File: config.mk
export PLATFORM = sky130hd
export DESIGN_NAME = key_conditioner
export DESIGN_NICKNAME = d
export VERILOG_FILES = /design/src/rtl/key_conditioner.sv
export SDC_FILE = /design/constraint.sdc
export NUM_CORES = 1
export LEC_CHECK = 0
export ABC_AREA = 1
export CORE_MARGIN = 10
export CORE_UTILIZATION = 55
export DETAILED_ROUTE_END_ITERATION = 12
export HOLD_SLACK_MARGIN = 0.06
export PLACE_DENSITY = 0.72
export SYNTH_ARGS = -nofsm -noshare
export SYNTH_HDL_FRONTEND = slang
export SYNTH_SLANG_ARGS = --single-unit
File: constraint.sdc
create_clock -name CLOCK_50 -period 2.6 [get_ports CLOCK_50]
set_clock_uncertainty 0.05 [all_clocks]
set_input_delay 0.39 -clock CLOCK_50 [delete_from_list [all_inputs] [get_ports CLOCK_50]]
set_output_delay 0.39 -clock CLOCK_50 [all_outputs]
set_load 0.02 [all_outputs]
File: src/rtl/key_conditioner.sv
// key_conditioner: per-key synchroniser, debouncer, edge pulses and auto-repeat steps
module key_conditioner #(
  parameter int N_KEYS          = 2,
  parameter int DEBOUNCE_CYCLES = 1_000_000,
  parameter int REPEAT_DELAY    = 25_000_000,
  parameter int REPEAT_RATE     = 5_000_000,
  parameter int ACTIVE_LOW      = 1
) (
  input  logic              CLOCK_50,
  input  logic              reset,
  input  logic [N_KEYS-1:0] key_raw,
  output logic [N_KEYS-1:0] key_level,
  output logic [N_KEYS-1:0] key_press,
  output logic [N_KEYS-1:0] key_release,
  output logic [N_KEYS-1:0] key_step
);
  localparam int CW = $clog2(DEBOUNCE_CYCLES + 1);
  localparam int MX = (REPEAT_DELAY > REPEAT_RATE) ? REPEAT_DELAY : REPEAT_RATE;
  localparam int TW = $clog2(MX + 1);
  localparam logic [CW-1:0] DB_LAST = CW'(DEBOUNCE_CYCLES - 1);
  localparam logic [TW-1:0] DL_LAST = TW'(REPEAT_DELAY - 1);
  localparam logic [TW-1:0] RR_LAST = TW'(REPEAT_RATE - 1);
  localparam logic REL_RAW = (ACTIVE_LOW != 0);
  typedef enum logic [1:0] {IDLE, DELAY, REPEAT} state_t;
  for (genvar k = 0; k < N_KEYS; k++) begin : g_key
    logic s1, s2, ps, lvl, prs, rls, stp, acc;
    logic [CW-1:0] cnt;
    logic [TW-1:0] tmr;
    state_t st;
    assign ps  = s2 ^ REL_RAW;
    assign acc = (ps != lvl) && (cnt == DB_LAST);
    // two-flop synchroniser, idles at the released pin level
    always_ff @(posedge CLOCK_50) begin
      if (reset) begin
        s1 <= REL_RAW;
        s2 <= REL_RAW;
      end else begin
        s1 <= key_raw[k];
        s2 <= s1;
      end
    end
    // debounce: accept a new level once it has been stable long enough
    always_ff @(posedge CLOCK_50) begin
      if (reset) begin
        lvl <= 1'b0;
        cnt <= '0;
        prs <= 1'b0;
        rls <= 1'b0;
      end else begin
        prs <= acc && ps;
        rls <= acc && !ps;
        if (ps == lvl) cnt <= '0;
        else if (acc) begin
          lvl <= ps;
          cnt <= '0;
        end else cnt <= cnt + CW'(1);
      end
    end
    // repeat FSM: step on press, after the initial delay, then at the repeat rate
    always_ff @(posedge CLOCK_50) begin
      if (reset) begin
        st  <= IDLE;
        tmr <= '0;
        stp <= 1'b0;
      end else begin
        stp <= 1'b0;
        case (st)
          IDLE: if (acc && ps) begin
            stp <= 1'b1;
            tmr <= '0;
            st  <= DELAY;
          end
          DELAY: if (acc && !ps) begin
            tmr <= '0;
            st  <= IDLE;
          end else if (tmr == DL_LAST) begin
            stp <= 1'b1;
            tmr <= '0;
            st  <= REPEAT;
          end else tmr <= tmr + TW'(1);
          REPEAT: if (acc && !ps) begin
            tmr <= '0;
            st  <= IDLE;
          end else if (tmr == RR_LAST) begin
            stp <= 1'b1;
            tmr <= '0;
          end else tmr <= tmr + TW'(1);
          default: begin
            tmr <= '0;
            st  <= IDLE;
          end
        endcase
      end
    end
    assign key_level[k]   = lvl;
    assign key_press[k]   = prs;
    assign key_release[k] = rls;
    assign key_step[k]    = stp;
  end
endmodule

==> results_dict.tcl <==
set metrics [dict create \
    status "complete, no violations" \
    synth_cell_types 41 \
    cts_hold_buf 0 \
    drive_gt1_frac 0.119 \
    clk_latency_ns 0.36 \
    dr.pass1.iters 5 \
    synth_seq_area_share 0.333 \
    synthMuxAreaShare 0 \
    cp_slowest_stage_delay_ns 0.37 \
    yosysWarnings 0 \
    antenna_found_initial 0 \
    synth_area_um2 6380 \
    pre_cts_ws_ns 0.470 \
    grt_usage 0.164 \
    path_buf_inv 0 \
    rows 39 \
    ios 12 \
    setup_ws_ns 0.460 \
    cts.sinks 106 \
    nets 960 \
    cts.path.max_buffers 2 \
    required_ns 2.77 \
    numPortBuffers 11 \
    rsz0062_at_grt "false" \
    finalWirelength_um 12900 \
    yosys.area_share.simple 0.419 \
    cts_setup_buffers 0 \
    cts-root-buf "clkbuf_16" \
    synth_top_family_by_area "simple AND/OR/NAND/NOR gates" \
    layout_commonest_cell "nand2_1" \
    grt_max_degree 62 \
    start_util 0.561 \
    syn_area_per_cell_um2 6.71 \
    drv_cap 0 \
    vias_per_cell 5.08 \
    timing.final.crit_share 0.823 \
    worstPathArrival_ns 2.31 \
    critPathCaptureType "flip-flop" \
    slew_violations 0 \
    h-tree-depth 3 \
    crit_type "flip-flop to flip-flop" \
    total_leakage_power_nw 2.19 \
    synth_edf_count 0 \
    fmax_ghz 0.467 \
    peakVddDrop_uv 505 \
    worstHoldPathType "flip-flop to flip-flop" \
    synth-compound-area-share 0.0718 \
    drc 0 \
    area_growth_pct 6.16 \
    die_area_um2 16300 \
    vias 5545 \
    diodes 0 \
    crit_fanout 25 \
    dp_hpwl_um 9000 \
    hold_viol 0 \
    holdWs_ns 0.373 \
    synth_seq_cells 106 \
    power_density_nw_per_um2 464 \
    syn-num-nets 967 \
    cts_tree "yes" \
    path_clk_slew_ns 0.07 \
    tightest_slew_ns 0.675 \
    synthAdderAreaFrac 0.0235 \
    tns_ns 0 \
    relSlewSlack 0.550 \
    core_area_um2 11400 \
    cp_cell_sequence "ha_1 -> nand2_1 -> nor2_4 -> nand3_1 -> nor2_2 -> nand4_1 -> nand3_1 -> nand2_2 -> nand2_1 -> a21oi_2" \
    die_w_um 128 \
    ys_async_sr_fraction 0 \
    final_cell_mix "nand2_1 (260), nor2_1 (132), dfxtp_1 (106)" \
    die_h_um 128 \
    ant_nets 0 \
    synth_flop_cell "dfxtp_1" \
    cp-start-kind "flip-flop" \
    grt_pass1_wl_um 22900 \
    crit_family "simple AND/OR/NAND/NOR gates" \
    place.gp.congestion 0.922 \
    synth_xor_area_frac 0.0631 \
    period_minus_slack_ns 2.14 \
    wl_per_cell_um 11.8 \
    cts_resized 0 \
    cts_buffers 9 \
    grt_pass1_vias 4996 \
    setup_viol 0 \
    slowest_stage "dfxtp_1" \
    first_iter_violations 507 \
    synth_cells 951 \
    grt.overflow.total 0 \
]
## cells in the mapped netlist (10+ instances only)
cell type | n | share of area
nand4_1 | 25 | 0.025
a21oi_1 | 50 | 0.039
buf_2 | 10 | 0.0078
a21oi_2 | 10 | 0.014
nor3_1 | 25 | 0.020
or2_2 | 10 | 0.0098
ha_1 | 12 | 0.024
nor2_2 | 38 | 0.037
inv_1 | 88 | 0.052
xor2_1 | 30 | 0.041
nand2_1 | 260 | 0.15
dfxtp_1 | 106 | 0.33
nor2_1 | 132 | 0.078
xnor2_1 | 16 | 0.022
o21ai_0 | 10 | 0.0078
nand3_1 | 46 | 0.036
## worst register-to-register path, stage by stage (launching register included)
cell and delay (ns):
dfxtp_1 0.37, ha_1 0.20, nand2_1 0.09, nor2_4 0.15, nand3_1 0.14, nor2_2 0.16, nand4_1 0.15, nand3_1 0.12
nand2_2 0.29, nand2_1 0.22, a21oi_2 0.07
## stage by stage
step           instances  utilization  cell area, um^2  total power, mW
2_1_floorplan        951            -             6380             1.81
3_3_place_gp        1076        0.570             6480             1.83
3_5_place_dp        1076        0.570             6480             1.83
4_1_cts             1092        0.596             6770             3.18
5_1_grt             1092        0.596             6770             3.26
6_report            1092        0.596             6770             3.14
## layout make-up
type | count | area [um^2]
clock inverters | 4 | 33.8
fillers | 1087 | 4600
multi-input cells | 716 | 3690
inverters | 96 | 360
well taps | 143 | 179
repair buffers | 15 | 135
flip-flops and latches | 106 | 2120
clock buffers | 12 | 256
## metal layers
| metal | vias to the layer above | GRT usage | part of all wire |
|---|---|---|---|
| met5 | - | 0 | 0 |
| li1 | 2992 | - | - |
| met3 | 21 | 0.0459 | 0.047 |
| met2 | 90 | 0.251 | 0.43 |
| met1 | 2442 | 0.221 | 0.51 |
| met4 | 0 | 0.0450 | 0.016 |
## worst paths after layout
kind,from,to,slack [ns],depth (start not counted)
setup / recovery,g_key[0].tmr[0]$_SDFFE_PP0P_,g_key[0].tmr[10]$_SDFFE_PP0P_,0.46,10
hold / removal,g_key[0].s1$_SDFF_PP1_,g_key[0].s2$_SDFF_PP1_,0.37,1
setup reg to reg,g_key[0].tmr[0]$_SDFFE_PP0P_,g_key[0].tmr[10]$_SDFFE_PP0P_,0.46,10
hold reg to reg,g_key[0].s1$_SDFF_PP1_,g_key[0].s2$_SDFF_PP1_,0.37,1
## power breakdown
group / switching, mW / total, mW / internal [mW]
registers: 0.00579 / 1.64 / 1.63
clock network: 0.637 / 1.35 / 0.712
logic: 0.124 / 0.159 / 0.0346
## logic make-up (layout without fill, tap and decap cells)
family	Yosys count	in the layout
DFF	106	106
adders and majority gates	12	12
and+or+nand+nor	578	578
AOI/OAI and AO/OA	80	80
buffers and inverters	129	127
xor gates and xnor gates	46	46
## state kept, by name, indices dropped and copies added (netlist names)
register / count
g_key.st: 4
g_key.cnt: 40
g_key.tmr: 50
g_key.rls: 2
g_key.prs: 2
g_key.s1: 2
g_key.lvl: 2
g_key.stp: 2
g_key.s2: 2
No activity file was read; power rests on OpenSTA's default activity.
